## src/rtl/ili9341_pkg.sv

```systemverilog
// ili9341_pkg: command bytes, FSM states, RGB565 colours and ROM helpers for the ILI9341 driver
package ili9341_pkg;
  localparam logic [7:0] CMD_SLPOUT = 8'h11, CMD_COLMOD = 8'h3A, CMD_MADCTL = 8'h36, CMD_DISPON = 8'h29;
  localparam logic [7:0] CMD_CASET = 8'h2A, CMD_PASET = 8'h2B, CMD_RAMWR = 8'h2C;
  localparam logic [15:0] RGB_BLACK = 16'h0000, RGB_RED = 16'hF800, RGB_GREEN = 16'h07E0, RGB_BLUE = 16'h001F;
  localparam logic [3:0] INIT_LAST = 4'd5, WIN_LAST = 4'd10;
  typedef enum logic [2:0] {RST_LOW, RST_WAIT, INIT, WIN, FILL, IDLE} state_t;
  typedef struct packed {
    logic       is_data;
    logic [7:0] value;
    logic [7:0] delay_ms;
  } rom_entry_t;
  function automatic rom_entry_t init_rom(input logic [3:0] i);
    case (i)
      4'd0:    return {1'b0, CMD_SLPOUT, 8'd120};
      4'd1:    return {1'b0, CMD_COLMOD, 8'd0};
      4'd2:    return {1'b1, 8'h55, 8'd0};
      4'd3:    return {1'b0, CMD_MADCTL, 8'd0};
      4'd4:    return {1'b1, 8'h48, 8'd0};
      default: return {1'b0, CMD_DISPON, 8'd0};
    endcase
  endfunction
  // full-screen window: columns 0..239, rows 0..319, then memory write
  function automatic rom_entry_t win_rom(input logic [3:0] i);
    case (i)
      4'd0:    return {1'b0, CMD_CASET, 8'd0};
      4'd4:    return {1'b1, 8'hEF, 8'd0};
      4'd5:    return {1'b0, CMD_PASET, 8'd0};
      4'd8:    return {1'b1, 8'h01, 8'd0};
      4'd9:    return {1'b1, 8'h3F, 8'd0};
      4'd10:   return {1'b0, CMD_RAMWR, 8'd0};
      default: return {1'b1, 8'h00, 8'd0};
    endcase
  endfunction
  function automatic logic [15:0] rgb565(input logic [1:0] c);
    return c == 2'd0 ? RGB_BLACK : c == 2'd1 ? RGB_RED : c == 2'd2 ? RGB_GREEN : RGB_BLUE;
  endfunction
endpackage

```

## src/rtl/ili9341_spi_tx.sv

```systemverilog
// ili9341_spi_tx: SPI mode-0 byte serializer, MSB first; cs framing plus a cs-high guard
// half-period before done, so back-to-back bytes always see cs high between them.
module ili9341_spi_tx
  #(parameter int SPI_DIV = 4)
  (
  input  logic       clk,
  input  logic       rst_n,
  input  logic       start,
  input  logic       dc,
  input  logic [7:0] data,
  output logic       busy,
  output logic       done,
  output logic       dc_hold,
  output logic       cs,
  output logic       sclk,
  output logic       din
);
  logic [7:0] div, sh;
  logic [4:0] ph;
  logic tick;
  assign tick = div == 8'(SPI_DIV - 1);
  // ph: 0 setup, 1..16 alternating high/low halves, 17 cs-high guard
  always_ff @(posedge clk or negedge rst_n)
    if (!rst_n) begin
      busy <= 1'b0;
      done <= 1'b0;
      dc_hold <= 1'b0;
      cs <= 1'b1;
      sclk <= 1'b0;
      din <= 1'b0;
      sh <= '0;
      ph <= '0;
      div <= '0;
    end else begin
      done <= 1'b0;
      if (!busy) begin
        if (start) begin
          busy <= 1'b1;
          cs <= 1'b0;
          dc_hold <= dc;
          sh <= data;
          din <= data[7];
          ph <= '0;
          div <= '0;
        end
      end else if (!tick) div <= div + 8'd1;
      else begin
        div <= '0;
        ph <= ph + 5'd1;
        sclk <= !ph[0] && ph < 5'd15;
        cs <= ph >= 5'd16;
        if (ph[0] && ph < 5'd14) begin
          sh <= sh << 1;
          din <= sh[6];
        end
        if (ph == 5'd17) begin
          busy <= 1'b0;
          done <= 1'b1;
        end
      end
    end
endmodule

```

## src/rtl/ili9341_driver.sv

```systemverilog
// ili9341_driver: ILI9341 SPI panel reset/init, then solid-colour fill chosen by btn, repainted on change.
// Define ILI9341_DEBOUNCE_EN to filter btn over DEBOUNCE_CYC samples; FILL_PIXELS is pixels per repaint.
module ili9341_driver
  import ili9341_pkg::*;
  #(
  parameter int CLK_HZ       = 100_000_000,
  parameter int SPI_DIV      = 4,
  parameter int DELAY_DIV    = 1,
  parameter int DEBOUNCE_CYC = 1_000_000,
  parameter int FILL_PIXELS  = 76800
  ) (
  input  logic       sysclk,
  input  logic       rst_n,
  input  logic [1:0] btn,
  output logic       tft_bl,
  output logic       tft_rst,
  output logic       tft_dc,
  output logic       tft_cs,
  output logic       tft_clk,
  output logic       tft_din
);
  localparam int RST_CYC = CLK_HZ / 100_000 / DELAY_DIV > 0 ? CLK_HZ / 100_000 / DELAY_DIV : 1;
  localparam int MS_CYC = CLK_HZ / 1000 / DELAY_DIV > 0 ? CLK_HZ / 1000 / DELAY_DIV : 1;
  localparam logic [31:0] MS_W = 32'(MS_CYC);
  localparam logic [31:0] WAIT_LOAD = 32'(120 * MS_CYC - 1);
  localparam logic [16:0] TERM = 17'(FILL_PIXELS - 1);
  state_t state, nxt;
  logic [1:0] b1, b2, btn_s, colour;
  logic [3:0] idx;
  logic [31:0] tmr;
  logic [16:0] pix;
  logic lo, start, busy, done;
  logic [15:0] rgb;
  rom_entry_t ent;
`ifdef ILI9341_DEBOUNCE_EN
  logic [1:0] cand;
  logic [31:0] cnt;
  always_ff @(posedge sysclk or negedge rst_n)
    if (!rst_n) begin
      cand <= '0;
      cnt <= '0;
      btn_s <= '0;
    end else if (b2 != cand) begin
      cand <= b2;
      cnt <= '0;
    end else if (cnt == 32'(DEBOUNCE_CYC - 1)) btn_s <= cand;
    else cnt <= cnt + 32'd1;
`else
  assign btn_s = b2;
`endif
  always_comb begin
    rgb = rgb565(colour);
    ent = state == INIT ? init_rom(idx) : state == WIN ? win_rom(idx) :
          rom_entry_t'({1'b1, lo ? rgb[7:0] : rgb[15:8], 8'd0});
    start = (state == INIT || state == WIN || state == FILL) && !busy && !done && tmr == '0;
    nxt = state;
    case (state)
      RST_LOW:  if (tmr == '0) nxt = RST_WAIT;
      RST_WAIT: if (tmr == '0) nxt = INIT;
      INIT:     if (done && idx == INIT_LAST) nxt = WIN;
      WIN:      if (done && idx == WIN_LAST) nxt = FILL;
      FILL:     if (done && lo && pix == TERM) nxt = IDLE;
      IDLE:     if (btn_s != colour) nxt = WIN;
      default:  nxt = RST_LOW;
    endcase
  end
  always_ff @(posedge sysclk or negedge rst_n)
    if (!rst_n) state <= RST_LOW;
    else state <= nxt;
  always_ff @(posedge sysclk or negedge rst_n)
    if (!rst_n) begin
      b1 <= '0;
      b2 <= '0;
      colour <= '0;
      idx <= '0;
      tmr <= 32'(RST_CYC - 1);
      pix <= '0;
      lo <= 1'b0;
      tft_rst <= 1'b0;
      tft_bl <= 1'b0;
    end else begin
      b1 <= btn;
      b2 <= b1;
      tmr <= tmr != '0 ? tmr - 32'd1 : '0;
      if (state == RST_LOW && nxt == RST_WAIT) begin
        tft_rst <= 1'b1;
        tmr <= WAIT_LOAD;
      end
      if (nxt == WIN && state != WIN) colour <= btn_s;
      if (done && state == INIT) begin
        idx <= idx == INIT_LAST ? 4'd0 : idx + 4'd1;
        if (ent.delay_ms != 8'd0) tmr <= 32'(ent.delay_ms) * MS_W - 32'd1;
        if (idx == INIT_LAST) tft_bl <= 1'b1;
      end
      if (done && state == WIN) idx <= idx == WIN_LAST ? 4'd0 : idx + 4'd1;
      if (done && state == FILL) begin
        lo <= !lo;
        if (lo) pix <= pix == TERM ? 17'd0 : pix + 17'd1;
      end
    end
  ili9341_spi_tx #(.SPI_DIV(SPI_DIV)) u_spi (
    .clk(sysclk),
    .rst_n(rst_n),
    .start(start),
    .dc(ent.is_data),
    .data(ent.value),
    .busy(busy),
    .done(done),
    .dc_hold(tft_dc),
    .cs(tft_cs),
    .sclk(tft_clk),
    .din(tft_din)
  );
endmodule

```

## config.mk

```make
export PLATFORM = sky130hd
export DESIGN_NAME = ili9341_driver
export DESIGN_NICKNAME = d
export VERILOG_FILES = /design/src/rtl/ili9341_pkg.sv /design/src/rtl/ili9341_spi_tx.sv /design/src/rtl/ili9341_driver.sv
export SDC_FILE = /design/constraint.sdc
export NUM_CORES = 1
export LEC_CHECK = 0
export ABC_AREA = 0
export BUFFER_PORTS_ARGS = -buffer_cell sky130_fd_sc_hd__buf_2
export CAP_MARGIN = 20
export CORE_AREA = 2 2 105 107
export DETAILED_ROUTE_END_ITERATION = 12
export DIE_AREA = 0 0 107 109
export GPL_ROUTABILITY_DRIVEN = 1
export MAX_ROUTING_LAYER = met4
export REMOVE_ABC_BUFFERS = 1
export SLEW_MARGIN = 15
export SYNTH_ARGS = -nofsm -noshare
export SYNTH_HDL_FRONTEND = slang
export SYNTH_SLANG_ARGS = --single-unit
```

## constraint.sdc

```tcl
create_clock -name sysclk -period 3.1 [get_ports sysclk]
set_input_delay 0.62 -clock sysclk [delete_from_list [all_inputs] [get_ports sysclk]]
set_output_delay 0.62 -clock sysclk [all_outputs]
set_load 0.02 [all_outputs]
```

==> results of run 1 <==
[cells in the mapped netlist (8+ instances only)]
master     n
dfrtp_1   82
o21ai_0   54
nand2_1   51
nor2_1    48
xnor2_1   33
xor2_1    19
nand3_1   18
clkbuf_1  17
nor3_1    17
nor4_1    12
a21oi_1   10
dfstp_2    9
nor2b_1    9
inv_1      8
[sequential cells by signal (all words and copies together) (netlist names), 2 cells and up]
register,cells
b1,2
b2,2
colour,2
idx,4
pix,17
state,3
tmr,32
u_spi.div,8
u_spi.ph,5
u_spi.sh,7
[final cells by class]
| type | count | area share [%] |
|---|---|---|
| sequential | 91 | 44.44 |
| tap | 140 | 3.401 |
| clock buffer | 12 | 2.818 |
| timing repair buffer | 20 | 2.721 |
| multi-input combinational | 377 | 44.97 |
| inverter | 9 | 0.6560 |
| clock inverter | 4 | 0.9961 |
[per-stage QoR]
| step | std cells | setup WS [ns] |
|---|---|---|
| after floorplan | 477 | -0.1221 |
| after global placement | 636 | 0.3282 |
| after detailed placement | 636 | 0.1886 |
| after CTS | 652 | 0.2113 |
| after global routing | 653 | 0.04985 |
| final | 653 | 0.2506 |
[cells by family after synthesis]
| group | after synthesis |
|---|---|
| buf+inv | 30 |
| mux | 8 |
| fa+ha+maj | 5 |
| flops | 91 |
| simple gates | 212 |
| xor+xnor | 52 |
| compound gates | 100 |
[where the power goes]
part | switching, mW | internal [mW] | total, mW
Sequential | 0.00145 | 1.19 | 1.19
Combinational | 0.0234 | 0.00530 | 0.0287
Clock | 0.413 | 0.396 | 0.809
[path summary, 6_finish.rpt]
path | cells after the start | start | to
worst max-delay path | 6 | tmr[8] | colour[1]
worst min-delay path | 1 | rst_n | u_spi.div[7]
worst max register to register | 6 | tmr[8] | colour[1]
worst min register to register | 0 | b1[1] | b2[1]
max in group asynchronous | 2 | rst_n | tmr[5]
min in group sysclk | 0 | b1[1] | b2[1]
[layer usage]
metal / vias up / track usage, %
met5: - / -
met4: 0 / 5.102
met3: 11 / 3.048
met2: 48 / 29.30
met1: 1712 / 24.43
li1: 1775 / -
[critical path, stage by stage, from the launching register on]
cell and delay (ns):
dfstp_2 0.40, or4_4 0.53, nand4bb_1 0.49, nor3_1 0.51, nand2_1 0.17, a211oi_2 0.27
mux2_1 0.35
==> impl_metrics.json, run 1 <==
{
  "num-nets-final": 517,
  "coreArea_um2": 10600,
  "first_global_vias": 3538,
  "final_util_pct": 48.57,
  "pin_count": 10,
  "slew_headroom_pct": 35.21,
  "synth_top_area_cell": "dfrtp_1",
  "fin_crit_ns": 2.849,
  "met1Wirelength_um": 4713,
  "numClockSinks": 91,
  "irDropWorstVdd_mv": 0.3185,
  "max_slew.worst_pin.slew_ns": 0.9719,
  "syn_to_final_growth_pct": 8.947,
  "synthAdderAreaFrac_pct": 1.323,
  "criticalPathCategory": "reg -> reg",
  "critPathCaptureType": "register",
  "grt_max_degree": 55,
  "synthSimpleGateAreaFrac_pct": 23.35,
  "yosys.area.top_type_share_pct": 43.41,
  "cellLeakagePower_nw": 2.117,
  "mostFrequentLayoutCells": "dfrtp_1 (82), o21ai_0 (54), nand2_1 (51)",
  "routed.top_layer": "met4",
  "drv_cap": 0,
  "final_common_cell": "dfrtp_1",
  "cts_root_buffer": "clkbuf_8",
  "cts_setup_buffers": 0,
  "grt_pass1_wl_um": 16720,
  "status": "finished clean",
  "gp_congestion": 0.8856,
  "dpl_cell_area_um2": 4949,
  "wirelength_um": 9600,
  "post_cts_resized": 0,
  "p_per_area_nw_per_um2": 393.8,
  "ctsHtreeMaxLevel": 3,
  "min_period_over_period_pct": 91.91,
  "met3_length_um": 282,
  "vias_per_cell": 5.430,
  "fp.dieH_um": 109,
  "syn_area_um2": 4727,
  "cts_hold_buf": 0,
  "dieWidth_um": 107,
  "dieArea_um2": 11660,
  "fillers": 1000,
  "clock_path_buffers": 2,
  "synth_xor_area_share_pct": 9.635,
  "r2r_slack_ns": 0.25,
  "ys_types": 64,
  "fin_tns_setup_ns": 0,
  "setup_viol": 0,
  "hold_slack_ns": 0.2118,
  "drcViolationCount": 0,
  "synth_warnings": 0,
  "fmax_mhz": 351.0,
  "track_usage_pct": 18.35,
  "multiInputGateArea_um2": 2316,
  "async_reset_ff_share_pct": 100.0,
  "antenna_found_initial": 0,
  "ant_nets": 0,
  "syn_inst": 498,
  "crit_arrival_ns": 3.09,
  "antenna_cells": 0,
  "path_max_fanout": 9,
  "rsz0062_at_grt": "false",
  "worstSkewPairLatency_ns": 0.36,
  "io_buffer_count": 9,
  "clk_pin_slew_ns": 0.10,
  "vias": 3546,
  "avgSynthCellArea_um2": 9.492,
  "drive_gt1_share_pct": 10.72,
  "grt_overflow_total": 0,
  "first_pass_iters": 4,
  "post_drt_wl_per_cell_um": 14.70,
  "ys_top_cells_by_area": "dfrtp_1 (43%), xnor2_1 (6.1%), o21ai_0 (5.7%)",
  "num_rows": 38,
  "dp_hpwl_um": 6525,
  "clock_skew_ns": 0.01448,
  "cp.required_ns": 3.34,
  "seq_area_um2": 2288,
  "ys.flop_type": "dfrtp_1",
  "p_total_mw": 2.028,
  "synthMuxAreaShare_pct": 1.773,
  "ys_seq_elements": 91,
  "synth_compound_area_share_pct": 12.92,
  "ys_seq_area_share_pct": 48.41,
  "worst_setup_path_start_kind": "register",
  "design_area_um2": 5150,
  "drtIter0Drc": 197,
  "synth_edf_count": 0,
  "synth_top_family_by_area": "simple AND/OR/NAND/NOR gates",
  "cts_tree": "yes",
  "worstHoldPathType": "in -> async",
  "met2_length_um": 4496,
  "start_util_pct": 44.58,
  "hold_violations": 0,
  "cts_buffers": 9,
  "maxSlewViolCount": 0
}
Power figures use the tool's default switching activity.
==> run 2: changes to the inputs <==
--- a/config.mk
+++ b/config.mk
@@ -8,9 +8,9 @@
 export ABC_AREA = 0
 export BUFFER_PORTS_ARGS = -buffer_cell sky130_fd_sc_hd__buf_2
 export CAP_MARGIN = 20
-export CORE_AREA = 2 2 105 107
+export CORE_AREA = 10 10 113 115
 export DETAILED_ROUTE_END_ITERATION = 12
-export DIE_AREA = 0 0 107 109
+export DIE_AREA = 0 0 123 125
 export GPL_ROUTABILITY_DRIVEN = 1
 export MAX_ROUTING_LAYER = met4
 export REMOVE_ABC_BUFFERS = 1
==> constraint.sdc (replaced) <==
create_clock -name sysclk -period 3.12 [get_ports sysclk]
set_input_delay 0.624 -clock sysclk [delete_from_list [all_inputs] [get_ports sysclk]]
set_output_delay 0.624 -clock sysclk [all_outputs]
set_load 0.02 [all_outputs]
==> impl_metrics.json, run 2 (synthesized netlist as in run 1, its figures left out) <==
{
  "largest_register_ffs": 32,
  "cellLeakagePower_nw": 2.127,
  "grt_max_degree": 49,
  "fin_tns_setup_ns": 0,
  "crit_arrival_ns": 2.96,
  "met1Wirelength_um": 4743,
  "num_rows": 38,
  "slew_headroom_pct": 37.82,
  "grt_pass1_wl_um": 17020,
  "worstSkewPairLatency_ns": 0.36,
  "cts_tree": "yes",
  "p_per_area_nw_per_um2": 393.8,
  "criticalPathCategory": "reg -> reg",
  "drtIter0Drc": 233,
  "track_usage_pct": 13.56,
  "p_total_mw": 2.033,
  "met3_length_um": 233,
  "fmax_mhz": 368.4,
  "cp.required_ns": 3.37,
  "fin_crit_ns": 2.714,
  "drv_cap": 0,
  "cts_hold_buf": 0,
  "status": "finished clean",
  "num-nets-final": 518,
  "mostFrequentLayoutCells": "dfrtp_1 (82), o21ai_0 (54), nand2_1 (51)",
  "numClockSinks": 91,
  "clock_path_buffers": 2,
  "design_area_um2": 5161,
  "gp_congestion": 0.8325,
  "drcViolationCount": 0,
  "wirelength_um": 9429,
  "vias_per_cell": 5.419,
  "antenna_found_initial": 0,
  "cts_buffers": 9,
  "post_cts_resized": 0,
  "dpl_cell_area_um2": 4964,
  "worst_setup_path_start_kind": "register",
  "pin_count": 10,
  "ant_nets": 0,
  "critPathCaptureType": "register",
  "clock_skew_ns": 0.01210,
  "met2_length_um": 4294,
  "syn_to_final_growth_pct": 9.185,
  "regMostFlops": "tmr",
  "cts_root_buffer": "clkbuf_8",
  "io_buffer_count": 9,
  "post_drt_wl_per_cell_um": 14.42,
  "vias": 3544,
  "first_global_vias": 3632,
  "hold_violations": 0,
  "grt_overflow_total": 0,
  "routed.top_layer": "met4",
  "setup_viol": 0,
  "start_util_pct": 44.58,
  "max_slew.worst_pin.slew_ns": 0.9327,
  "clk_pin_slew_ns": 0.09,
  "drive_gt1_share_pct": 10.70,
  "first_pass_iters": 4,
  "min_period_over_period_pct": 87.00,
  "rsz0062_at_grt": "false",
  "coreArea_um2": 10600,
  "irDropWorstVdd_mv": 0.2326,
  "path_max_fanout": 6,
  "antenna_cells": 0,
  "cts_setup_buffers": 0,
  "ctsHtreeMaxLevel": 3,
  "dp_hpwl_um": 6473,
  "final_common_cell": "dfrtp_1",
  "dieWidth_um": 123,
  "fp.dieH_um": 125,
  "dieArea_um2": 15380,
  "maxSlewViolCount": 0,
  "worstHoldPathType": "in -> async",
  "largestRegisters": "tmr x32, pix x17, u_spi.div x8"
}
## run 2: cell types whose count changed in the layout (fill, tap and decap cells not counted)
| cell | previous run | this run |
|---|---|---|
| clkbuf_1 | 2 | 3 |
| clkinvlp_4 | 1 | 0 |
| clkbuf_8 | 10 | 11 |
| clkinv_4 | 1 | 0 |
| buf_2 | 9 | 8 |
| buf_4 | 10 | 12 |
## run 2: final cells by class
class | count | area (um^2)
timing repair buffer | 21 | 150.1
clock inverter | 2 | 35.03
fill | 1000 | 5441
tap | 140 | 175.2
inverter | 9 | 33.78
sequential | 91 | 2288
multi-input combinational | 377 | 2316
clock buffer | 14 | 162.7
## run 2: final timing paths
| check | endpoint | depth (start not counted) | slack [ns] | from |
|---|---|---|---|---|
| worst max-delay path | tmr[26] | 7 | 0.41 | tmr[8] |
| worst min-delay path | u_spi.div[4] | 1 | 0.28 | rst_n |
| worst max register to register | tmr[26] | 7 | 0.41 | tmr[8] |
| worst min register to register | b2[1] | 0 | 0.36 | b1[1] |
| max in group asynchronous | tmr[0] | 2 | 2.18 | rst_n |
| min in group sysclk | b2[1] | 0 | 0.36 | b1[1] |
## run 2: per-stage QoR
stage               setup slack [ns]  utilization (%)  hold WS [ns]  std cells
floorplan                    -0.1021                -        0.3284        477
global placement              0.4320            46.81        0.3358        638
detailed placement            0.4108            46.81        0.3385        638
CTS                           0.4034            48.68        0.2909        654
global route                  0.2498            48.68        0.3076        654
finish                        0.4056            48.68        0.2777        654
## run 2: where the power goes
group / total [mW] / internal, mW / switching [mW] / leakage (nW)
logic: 0.0300 / 0.00601 / 0.0240 / 0.853
clock network: 0.820 / 0.415 / 0.405 / 0.101
registers: 1.18 / 1.18 / 0.00118 / 1.17
## run 2: per-layer routing
layer / up-vias / global-route usage, %
met5: - / -
met4: 0 / 5.278
met3: 13 / 2.610
met2: 34 / 19.98
met1: 1722 / 17.99
li1: 1775 / -
## run 2: critical path, cell delays in order (launching register included)
cell and delay (ns):
dfstp_2 0.40, or4_4 0.54, nand4bb_1 0.35, buf_4 0.25, or4_4 0.53, or3_1 0.33
xor2_1 0.16, nor2_2 0.04
